<file path="src/rtl/spi_reg_bank.sv">
// SPI-facing register bank: a command byte selects a register, then data bytes are written to it or read back from it.
// Define SPI_REG_BANK_AUTOINC_EN to make the address auto-increment (with wrap) for burst access.
//
// state  | meaning
// S_IDLE | after reset, waiting for transaction_begin; byte events ignored
// S_CMD  | next byte event is the command byte (op + address)
// S_DATA | byte events are data bytes for the latched address
module spi_reg_bank #(
    parameter int                    NUM_REGS     = 8,
    parameter logic [7:0]            FW_VERSION   = 8'hC3,
    parameter logic [NUM_REGS-1:0]   RO_MASK      = {NUM_REGS{1'b0}},
    parameter logic [NUM_REGS*8-1:0] RESET_VALUES = {NUM_REGS*8{1'b0}}
) (
    input  logic                    clk_core,
    input  logic                    reset,
    input  logic                    transaction_begin,
    input  logic                    rx_byte_available,
    input  logic [7:0]              rx_byte,
    output logic [7:0]              tx_byte,
    input  logic [NUM_REGS*8-1:0]   reg_in,
    output logic [NUM_REGS*8-1:0]   reg_out,
    output logic [NUM_REGS-1:0]     wr_strobe
);

    typedef enum logic [1:0] {S_IDLE, S_CMD, S_DATA} state_t;

    state_t                  r_state;
    state_t                  w_state_next;
    logic [1:0]              r_hist;
    logic                    r_op;
    logic [6:0]              r_addr;
    logic [7:0]              r_tx;
    logic [NUM_REGS*8-1:0]   r_regs;
    logic [NUM_REGS-1:0]     r_strobe;

    logic                    w_evt;
    logic                    w_take;
    logic                    w_data_wr;
    logic [6:0]              w_addr_next;
    logic [NUM_REGS-1:0]     w_wr_sel;
    logic [NUM_REGS*8-1:0]   w_regs_next;

    function automatic logic [7:0] read_reg(input logic [6:0] a,
                                            input logic [NUM_REGS*8-1:0] regs,
                                            input logic [NUM_REGS*8-1:0] ro_vals);
        logic [7:0] v;
        v = 8'h00;
        for (int i = 0; i < NUM_REGS; i++) begin
            if (a == 7'(i)) begin
                if (i == 0)
                    v = FW_VERSION;
                else if (RO_MASK[i])
                    v = ro_vals[i*8 +: 8];
                else
                    v = regs[i*8 +: 8];
            end
        end
        return v;
    endfunction

    // Rising edge of the level, seen one clock late, gives one event per byte.
    assign w_evt  = (r_hist == 2'b01);
    assign w_take = w_evt && !transaction_begin;
    assign w_data_wr = w_take && (r_state == S_DATA) && r_op;

`ifdef SPI_REG_BANK_AUTOINC_EN
    assign w_addr_next = (r_addr == 7'(NUM_REGS - 1)) ? 7'd0 : r_addr + 7'd1;
`else
    assign w_addr_next = r_addr;
`endif

    always_comb begin
        w_wr_sel = '0;
        for (int i = 0; i < NUM_REGS; i++)
            w_wr_sel[i] = (r_addr == 7'(i)) && (i != 0) && !RO_MASK[i];
    end

    // Forward the byte being written so a same-edge readback sees the new value.
    always_comb begin
        w_regs_next = r_regs;
        if (w_data_wr) begin
            for (int i = 0; i < NUM_REGS; i++)
                if (w_wr_sel[i])
                    w_regs_next[i*8 +: 8] = rx_byte;
        end
    end

    always_comb begin
        w_state_next = r_state;
        if (transaction_begin)
            w_state_next = S_CMD;
        else if (w_evt && r_state == S_CMD)
            w_state_next = S_DATA;
    end

    always_ff @(posedge clk_core or posedge reset) begin
        if (reset)
            r_state <= S_IDLE;
        else
            r_state <= w_state_next;
    end

    always_ff @(posedge clk_core or posedge reset) begin
        if (reset) begin
            r_hist   <= 2'b00;
            r_op     <= 1'b0;
            r_addr   <= 7'd0;
            r_tx     <= 8'h00;
            r_regs   <= RESET_VALUES;
            r_strobe <= '0;
        end else begin
            r_hist   <= {r_hist[0], rx_byte_available};
            r_strobe <= '0;
            r_regs   <= w_regs_next;
            if (transaction_begin) begin
                r_tx <= 8'h00;
            end else if (w_take && r_state == S_CMD) begin
                r_op   <= rx_byte[7];
                r_addr <= rx_byte[6:0];
                if (!rx_byte[7])
                    r_tx <= read_reg(rx_byte[6:0], r_regs, reg_in);
            end else if (w_take && r_state == S_DATA) begin
                if (r_op)
                    r_strobe <= w_wr_sel;
                r_addr <= w_addr_next;
                r_tx   <= read_reg(w_addr_next, w_regs_next, reg_in);
            end
        end
    end

    assign tx_byte   = r_tx;
    assign reg_out   = r_regs;
    assign wr_strobe = r_strobe;

endmodule

</file>
<file path="config.mk">
export PLATFORM = sky130hd
export DESIGN_NAME = spi_reg_bank
export DESIGN_NICKNAME = d
export VERILOG_FILES = /design/src/rtl/spi_reg_bank.sv
export SDC_FILE = /design/constraint.sdc
export NUM_CORES = 1
export LEC_CHECK = 0
export ABC_AREA = 1
export CORE_ASPECT_RATIO = 1.5
export CORE_MARGIN = 2
export CORE_UTILIZATION = 50
export DETAILED_ROUTE_END_ITERATION = 10
export PLACE_DENSITY = 0.86
export SLEW_MARGIN = 20
export SYNTH_ARGS = -nofsm -noshare
export SYNTH_HDL_FRONTEND = slang
export SYNTH_SLANG_ARGS = --single-unit
export TNS_END_PERCENT = 1
</file>
<file path="constraint.sdc">
create_clock -name clk_core -period 8.4 [get_ports clk_core]
set_input_delay 1.68 -clock clk_core [delete_from_list [all_inputs] [get_ports clk_core]]
set_output_delay 1.68 -clock clk_core [all_outputs]
set_load 0.02 [all_outputs]
</file>
# After elaboration in Yosys (flattened, before gate mapping)
# Index checks and enable logic that the tools add are counted.
[totals]
input_bits = 76
reg_bits = 84
[classes]
n_bitwise = 1
n_mux = 34
eq_ne = 18
n_reduce_logical = 12
[op_table]
columns = ["operator", "n"]
rows = [
  ["two-way mux 8 bit", 31],
  ["two-way mux 64 bit", 1],
  ["== test 7 x 3 -> 1 bit, second input constant", 8],
  ["== test 7 x 2 -> 1 bit, second input constant", 4],
  ["== test 7 x 1 -> 1 bit, second input constant", 2],
  ["zero test 7 bit", 2],
  ["logical AND 1 bit", 5],
  ["== test 2 x 1 -> 1 bit, second input constant", 2],
  ["two-way mux 2 bit", 2],
  ["AND reduction 2 bit", 2],
  ["!= test 3 bit, second input constant", 1],
  ["nonzero test 3 bit", 1],
  ["== test 2 bit, second input constant", 1],
  ["nonzero test 2 bit", 1],
  ["zero test 1 bit", 1],
  ["inverter 1 bit", 1],
]

# Logic depth before layout (Yosys ltp)
# Gate-level depths: netlist (run 1).
[logic_depth]
word_depth = 15
mapped_depth = 15

# Worst setup path before layout (run 1)
# OpenSTA, ideal clock, no wires.
[synth_timing]
path_type = "in2reg"
startpoint = "input port rx_byte[6]"
endpoint = "register r_tx[4], in the netlist tx_byte[4]"
t_arrival_ns = 2.784
n_path_buf = 1
setup_slack_ns = 5.499
setup_time_ns = 0.116
cell_stages = 9
cell_sequence = "nor3_2 buf_2 nand2_2 o21ai_1 nand4_1 nor3_1 nor2_1 nand2_1 nand2_1"
[synth_via]
elab_chain_cells = 11
word_cells_on_any_way = 17
[synth_rtl]
columns = ["element", "line_no", "text"]
rows = [
  ["start, declared", "18", "input logic [7:0] rx_byte,"],
  ["== test 7 x 1 -> 1 bit", "49", "if (a == 7'(i)) begin"],
  ["two-way mux 8 bit (6 in series)", "49", ""],
  ["two-way mux 8 bit *", "49", ""],
  ["two-way mux 8 bit *", "120", "if (!rx_byte[7])"],
  ["two-way mux 8 bit *", "117", "end else if (w_take && r_state == S_CMD) begin"],
  ["two-way mux 8 bit *", "115", "if (transaction_begin) begin"],
  ["end signal, assigned", "121", "r_tx <= read_reg(rx_byte[6:0], r_regs, reg_in);"],
  ["end signal, assigned", "126", "r_tx <= read_reg(w_addr_next, w_regs_next, reg_in);"],
  ["end, declared", "32", "logic [7:0] r_tx;"],
]
# Every way passes the cells marked *; elsewhere a longest branch is shown, timed or not. The select of a mux whose other input is x is not followed.
# A chain may end at the register's enable or synchronous reset.

# Worst setup path in the final report (run 1)
[layout_timing]
startpoint = "input port rx_byte[0]"
endpoint = "register r_tx[5], in the netlist tx_byte[5]"
# Same word-level chain as after synthesis.

==> results of run 1 <==
[how the worst min path moves through the flow]
stage	startpoint	slack, ps	cells past startpoint	endpoint
after floorplan	r_hist[0]	350	0	r_hist[1]
after global placement	r_hist[0]	360	0	r_hist[1]
after CTS	r_hist[0]	390	0	r_hist[1]
final	r_hist[0]	390	0	r_hist[1]
after detailed placement	r_hist[0]	370	0	r_hist[1]
after global routing	r_hist[0]	390	0	r_hist[1]
[worst reg2reg max path, stage by stage (launching register included)]
cell,delay [ps]
dfrtp_1,400
nor2_4,180
nand2_2,100
nor2_2,490
nand2_2,320
nand2_1,160
nand3_1,80
nand2_1,100
nand4_1,130
nor2_1,150
nand3_1,110
nand2_1,80
nand2_1,50
[sequential cells by signal, indices dropped and copies added (netlist names)]
register	cells
r_hist	2
r_op	1
tx_byte	8
r_state	2
reg_out	56
r_addr	7
wr_strobe	7
[through the flow]
stage               utilization (%)  instance area, um2  instances
floorplan                         -                4610        607
global placement               60.7                5390        776
detailed placement             60.7                5390        776
CTS                            63.8                5670        792
global route                   63.9                5670        792
finish                         63.9                5670        792
[kinds of logic (layout without fill, tap and decap cells)]
family,Yosys count,after routing,synth area share (%)
AOI/OAI and AO/OA,88,88,10.5
buffers and inverters,111,186,11.3
DFF,83,83,45.4
other,1,9,0.0819
and+or+nand+nor,316,316,32.8
[where the power goes]
part	total, mW	leakage (nW)	internal [mW]	switching (mW)
Clock	0.373	0.141	0.214	0.159
Sequential	0.420	1.05	0.411	0.00861
Combinational	0.108	1.59	0.0333	0.0746
[metal layers]
| metal | vias to the layer above | share of wire [%] | wire length, um |
|---|---|---|---|
| met5 | - | 0 | 0 |
| met4 | 0 | 2.9 | 369 |
| met3 | 33 | 6.0 | 769 |
| met2 | 223 | 51 | 6560 |
| met1 | 1967 | 40 | 5110 |
| li1 | 2048 | - | - |
[cells in the final DEF (no fill, tap or decap), types with 3 or more instances in the layout]
cell,instances
nor2_4,7
nand3_1,48
or2_2,4
a21oi_1,3
nor3_1,3
clkdlybuf4s50_1,82
nand2_1,173
clkinv_2,5
nand4_1,16
dfrtp_1,83
o21a_1,8
conb_1,9
o211ai_1,8
o21ai_0,29
nor2_1,32
inv_2,6
nand2_4,3
inv_1,78
o21ai_1,40
and2_1,8
clkbuf_16,9
nor2_2,5
nand2_2,9
[final cells by class]
class,instances,share of cell area (%)
Tap cell,110,2.43
Sequential cell,83,36.6
Inverter,86,5.71
Clock inverter,5,0.485
Clock buffer,11,4.45
Timing Repair Buffer,84,14.8
Multi-Input combinational cell,413,35.5
==> run metrics, run 1 <==
Synth Cell Area 4580 um2; Yosys top cell area share 45.4%; PwrDens 159 nW/um2; ys async rst share 100%; GPL Wtd Cong 0.906; Worst Clk Skew 4.82 ps; GR Util met3 3.35%; vias per std cell 5.39; vias in the first global route 4043; HP Class register to register; worst r2r path cells 12; final worst setup slack 4550 ps; worst r2r src r_addr[5]; worst-path maximum fanout 11; Crit-path slowest cell clkdlybuf4s50_1; Die W 82.1 um; maxcap violations 0; Initial Utilization 51.6%; CP Capture Point tx_byte[5]; DRT Pass-1 Iters 7; Critical Path RT 8640 ps; Die Y 121 um; n_diodes 0; Worst-path clk slew 60 ps; Clock Path Buffers 2; Post-DP HPWL 9.39 mm; # clock sinks 83; grt peak-use layer met2; pre-CTS setup slack 4310 ps; Reg area 2080 um2; max-slew violations 0; largest net degree at the start of global routing 84; Post-CTS Setup Inserts 0; RSZ-0062 raised after global routing false; top cells by area, synth dfrtp_1 (45%), nand2_1 (14%), inv_1 (6.5%); Synthesis Warnings 0; post-route ant nets 0; Die ar. 9960 um2; Max stage delay on crit path 620 ps; 1st-iter DRT viols 427; Multi-input gate area 2020 um2; number of cells on the critical path 11; row cnt 42; GR Util All Layers 27.3%; Synth Flop Type dfrtp_1; Max rail drop VDD 120 uV; period utilization 45.9%; layout cells sized above 1 8.65%; critical path buffer and inverter count 2; Commonest cells post-synth nand2_1 (173), dfrtp_1 (83), inv_1 (79); # fillers 785; Syn Inst Count 599; routed wire length 12.8 mm; setup TNS 0 ps; share of the yosys chip area belonging to registers 45.4%; WHS 386 ps; reg2reg end tx_byte[0]; r2r setup slk 5940 ps; M2 GR Usage 44.5%; CP arrival 4090 ps; H-tree levels 3; total grt overflow 0; fmax 0.260 GHz; initial antenna violation count 0; final setup vio count 0; CTS buffer count 9; post-synthesis register bit count 83; most frequent cell after synthesis nand2_1; wire per inst 16.2 um; most frequent cell on the critical path nand2_1; port bufs 82; type of the worst setup path input port to register; hold buffer count at CTS 0; fin crit period 3850 ps; Hold Violations, Final 0; CP endpoint kind register; Final #Nets 753; DRC 0; Rel. slew slack 50.0%; Post-Syn Area per Cell 7.65 um2; worst setup path startpoint rx_byte[0]; leading area contributor after synthesis dfrtp_1; DR vias 4271; Top delay family on crit path simple AND/OR/NAND/NOR gates; cells along the critical path clkdlybuf4s50_1 > inv_2 > nand2_1 > nor2_1 > nand2_2 > o21ai_1 > nand4_1 > nor3_1 > nor2_1 > nand2_1 > nand2_1; TritonCTS clock tree done; Post-synth EDFFs 0; Area growth syn-to-layout 23.9%; count of different cell masters after synthesis 31; CTS root buffer clkbuf_16; Core Area 8880 um2; CP startpoint kind input port; worst-skew pair later-pin latency 350 ps; met1 Track Usage GR 34.9%; post-CTS resize count 0; Leakage 2.78 nW; Pwr Total 0.901 mW; global-route wire length before repair 20.2 mm; run status completed; Top Ports 156; Worst-Margin Slew 749 ps
Note: power is estimated with default switching activity, not from simulation.
==> run 2, diff against run 1 <==
- CORE_UTILIZATION: 50 -> 46
- PLACE_DENSITY: 0.86 -> 0.8
- clock period: 8.4 -> 4 ns (I/O delays scaled with it)
==> run 2 against run 1 <==
Compared with the run above: register-to-register slack worse by 4300 ps; worst hold slack worse by 8.1 ps; count of clock-buffer cells in the layout stayed put; via count about the same; combinational power up 110%; setup slack got worse by 3500 ps; cell count increased by 0.88%; critical path type unchanged; critical endpoint is now tx_byte[0]; largest cell class unchanged; highest routed layer unchanged.
==> run metrics, run 2 (synthesized netlist as in run 1, its figures left out) <==
Largest register FFs 56; Post-CTS Setup Inserts 0; Top Ports 156; run status completed; Max rail drop VDD 283 uV; most common cell after layout, fill and taps aside nand2_1; DRT Pass-1 Iters 7; PwrDens 359 nW/um2; Hold Path Stages 0; GR Util All Layers 24.5%; routed wire length 12.7 mm; CTS buffer count 9; final setup vio count 0; # clock sinks 83; Worst Clk Skew 5.95 ps; DRC 0; maxcap violations 0; Worst-Margin Slew 761 ps; most frequent cells in the layout nand2_1 (173), dfrtp_1 (83), clkdlybuf4s50_1 (82); Worst-path clk slew 60 ps; post-CTS resize count 0; TritonCTS clock tree done; fmax 0.339 GHz; setup TNS 0 ps; Area growth syn-to-layout 25.7%; 1st-iter DRT viols 367; total grt overflow 0; fin crit period 2950 ps; worst-skew pair later-pin latency 340 ps; Die W 85.5 um; HP Class register to register; post-route ant nets 0; CTS root buffer clkbuf_16; design area 5760 um2; GPL Wtd Cong 0.887; Final #Nets 755; wire per inst 15.9 um; DR vias 4275; type of the worst setup path input port to register; port bufs 82; CP arrival 3180 ps; max-slew violations 0; Die ar. 10800 um2; global-route wire length before repair 20.8 mm; layout cells sized above 1 8.77%; Finished Layout Cells 799; initial antenna violation count 0; CP startpoint kind input port; Leakage 2.82 nW; worst-path maximum fanout 7; WHS 378 ps; Core Area 9690 um2; pre-CTS setup slack 801 ps; worst r2r path cells 12; period utilization 73.7%; RSZ-0062 raised after global routing false; vias in the first global route 4284; Rel. slew slack 49.3%; Initial Utilization 47.3%; largest net degree at the start of global routing 62; row cnt 44; hold buffer count at CTS 0; Clock Path Buffers 2; Die Y 126 um; vias per std cell 5.35; fin util 59.4%; Hold Violations, Final 0; CP endpoint kind register; final worst setup slack 1050 ps; dpl cell area 5410 um2; n_diodes 0; H-tree levels 3; Critical Path RT 4230 ps; Pwr Total 2.06 mW; Cells after DPL 783; Post-DP HPWL 9.55 mm
## run 2: cell types whose count changed in the layout (fill, tap and decap cells not counted)
cell        change
buf_6           -1
buf_4           +3
clkbuf_8        -1
clkinv_2        -3
bufinv_16       +3
clkbuf_1        +1
inv_4           +1
clkinvlp_4      -1
## run 2: layout make-up
class | count | area (um2)
clock buffer | 11 | 243
tap | 115 | 144
multi-input combinational | 413 | 2020
timing repair buffer | 86 | 851
inverter | 86 | 325
sequential | 83 | 2080
fill | 880 | 3930
clock inverter | 5 | 100
## run 2: final timing paths
path	start	end	slack, ps
min	r_hist[0]	r_hist[1]	380
max in group asynchronous	reset	reg_out[44]	2310
max	rx_byte[6]	tx_byte[0]	1050
min in group asynchronous	reset	reg_out[25]	940
max reg2reg	r_addr[5]	tx_byte[2]	1660
min reg2reg	r_hist[0]	r_hist[1]	380
## run 2: layer usage
layer | wire, um | vias to the layer above | GRT usage, %
met5 | 0 | - | 0
met4 | 372 | 0 | 11.4
met3 | 806 | 30 | 4.65
met2 | 6550 | 175 | 41.7
met1 | 4950 | 2025 | 29.6
li1 | - | 2045 | -
## run 2: power by group
group	switching [mW]	leakage (nW)	internal (mW)
sequential	0.0185	1.05	0.864
clock	0.333	0.169	0.625
combinational	0.154	1.60	0.0704
total	0.506	2.82	1.56
## run 2: critical path, cell delays in order
cell and delay [ps]:
clkdlybuf4s50_1 550, nor3_2 590, nand3_1 330, inv_1 310, nand2_1 100, o21ai_0 140
nand4_1 120, nand2_1 80, inv_1 40, nand2_1 80, nand2_1 60
==> run 3, diff against run 2 <==
- CORE_UTILIZATION: 46 -> 42
- PLACE_DENSITY: 0.8 -> 0.77
- clock period: 4 -> 2.64 ns (I/O delays scaled with it)
==> run 3 against run 2 <==
Compared with the run above: sequential share of layout area shrank 0.65 points; clock power grew 29%; sequential power grew 52%; setup slack lost 710 ps; non-clock buffer count grew 14; highest routed layer unchanged; final area grew 1.8%; total power grew 42%; die area grew 9.1%.
==> run metrics, run 3 (synthesized netlist as in run 1, its figures left out) <==
# fillers 995; RSZ-0062 raised after global routing false; run status completed; GPL Wtd Cong 0.903; port bufs 82; Top Ports 156; Hold Violations, Final 0; Max rail drop VDD 300 uV; Max stage delay on crit path 540 ps; CTS buffer count 9; post-route ant nets 0; fin crit period 2300 ps; row cnt 46; Post-CTS Setup Inserts 0; PwrDens 501 nW/um2; layout cells sized above 1 10.5%; largest net degree at the start of global routing 84; routed wire length 13.1 mm; CP startpoint kind input port; type of the worst setup path input port to register; TritonCTS clock tree done; pre-CTS setup slack 81.4 ps; Leakage 2.86 nW; worst-path maximum fanout 7; period utilization 87.1%; max-slew violations 0; most frequent cell on the critical path nand2_1; GR Util All Layers 22.7%; 1st-iter DRT viols 318; DRT Pass-1 Iters 5; wire per inst 15.6 um; Die W 89.3 um; DR vias 4427; hold buffer count at CTS 0; post-CTS resize count 0; Area growth syn-to-layout 28.0%; r2r setup slk 550 ps; hold wc startpoint r_hist[0]; Clock Path Buffers 2; most common cell after layout, fill and taps aside nand2_1; Largest register FFs 56; Top delay family on crit path buffers and inverters; vias per std cell 5.26; most frequent cells in the layout nand2_1 (173), dfrtp_1 (83), clkdlybuf4s50_1 (82); worst r2r src r_addr[3]; cells along the critical path clkdlybuf4s50_1 > inv_1 > nand3_1 > inv_1 > nand2_1 > o21ai_0 > nand4_1 > nand2_1 > inv_1 > nand2_1 > nand2_1; final worst setup slack 341 ps; DRC 0; fin util 55.3%; Die Y 132 um; total grt overflow 0; CP endpoint kind register; worst-skew pair later-pin latency 340 ps; initial antenna violation count 0; Initial Utilization 43.2%; Post-DP HPWL 9.92 mm; vias in the first global route 4317; final setup vio count 0; Die ar. 11800 um2; n_diodes 0; global-route wire length before repair 20.9 mm; Worst Clk Skew 6.02 ps; Critical Path RT 2870 ps; # clock sinks 83; worst setup path startpoint rx_byte[1]; Core Area 10600 um2; HP Class register to register; maxcap violations 0; CP arrival 2530 ps; Final #Nets 769; Crit-path slowest cell clkdlybuf4s50_1; setup TNS 0 ps; CTS root buffer clkbuf_16; H-tree levels 3; Worst-path clk slew 60 ps; critical path buffer and inverter count 4; fmax 0.435 GHz
==> run 3: final timing paths <==
check / to / depth (start not counted)
worst max-delay path: tx_byte[7] / 11
worst min-delay path: r_hist[1] / 0
worst max register to register: tx_byte[4] / 12
worst min register to register: r_hist[1] / 0
max in group asynchronous: reg_out[12] / 3
min in group asynchronous: reg_out[25] / 3
==> run 3: layer usage <==
metal	up-vias	wire [um]	global-route usage (%)	share of wire [%]
li1	2083	-	-	-
met1	2076	5010	27.0	38
met2	226	6910	39.0	53
met3	42	786	3.69	6.0
met4	0	396	10.4	3.0
met5	-	0	0	0
==> run 3: final cells by class <==
type | count | area (um2) | share of cell area, %
flip-flops and latches | 83 | 2080 | 35.4
multi-input cells | 413 | 2020 | 34.4
repair buffers | 100 | 968 | 16.5
inverters | 86 | 327 | 5.57
clock buffers | 15 | 288 | 4.91
well taps | 144 | 180 | 3.07
clock inverters | 1 | 5.00 | 0.0854
==> run 3: power breakdown <==
group          internal, mW  switching, mW  leakage (nW)  total (mW)
clock                 0.740          0.498         0.146        1.24
combinational         0.120          0.239          1.66       0.359
sequential             1.31         0.0299          1.05        1.34
==> run 3: stage by stage <==
| stage | area (um2) | hold WS (ps) | total power, mW | instances |
|---|---|---|---|---|
| after floorplan | 4610 | 354 | 1.59 | 607 |
| after global placement | 5570 | 361 | 1.70 | 826 |
| after detailed placement | 5570 | 373 | 1.72 | 826 |
| after CTS | 5860 | 387 | 2.94 | 842 |
| after global routing | 5860 | 406 | 3.02 | 842 |
| final | 5860 | 382 | 2.94 | 842 |
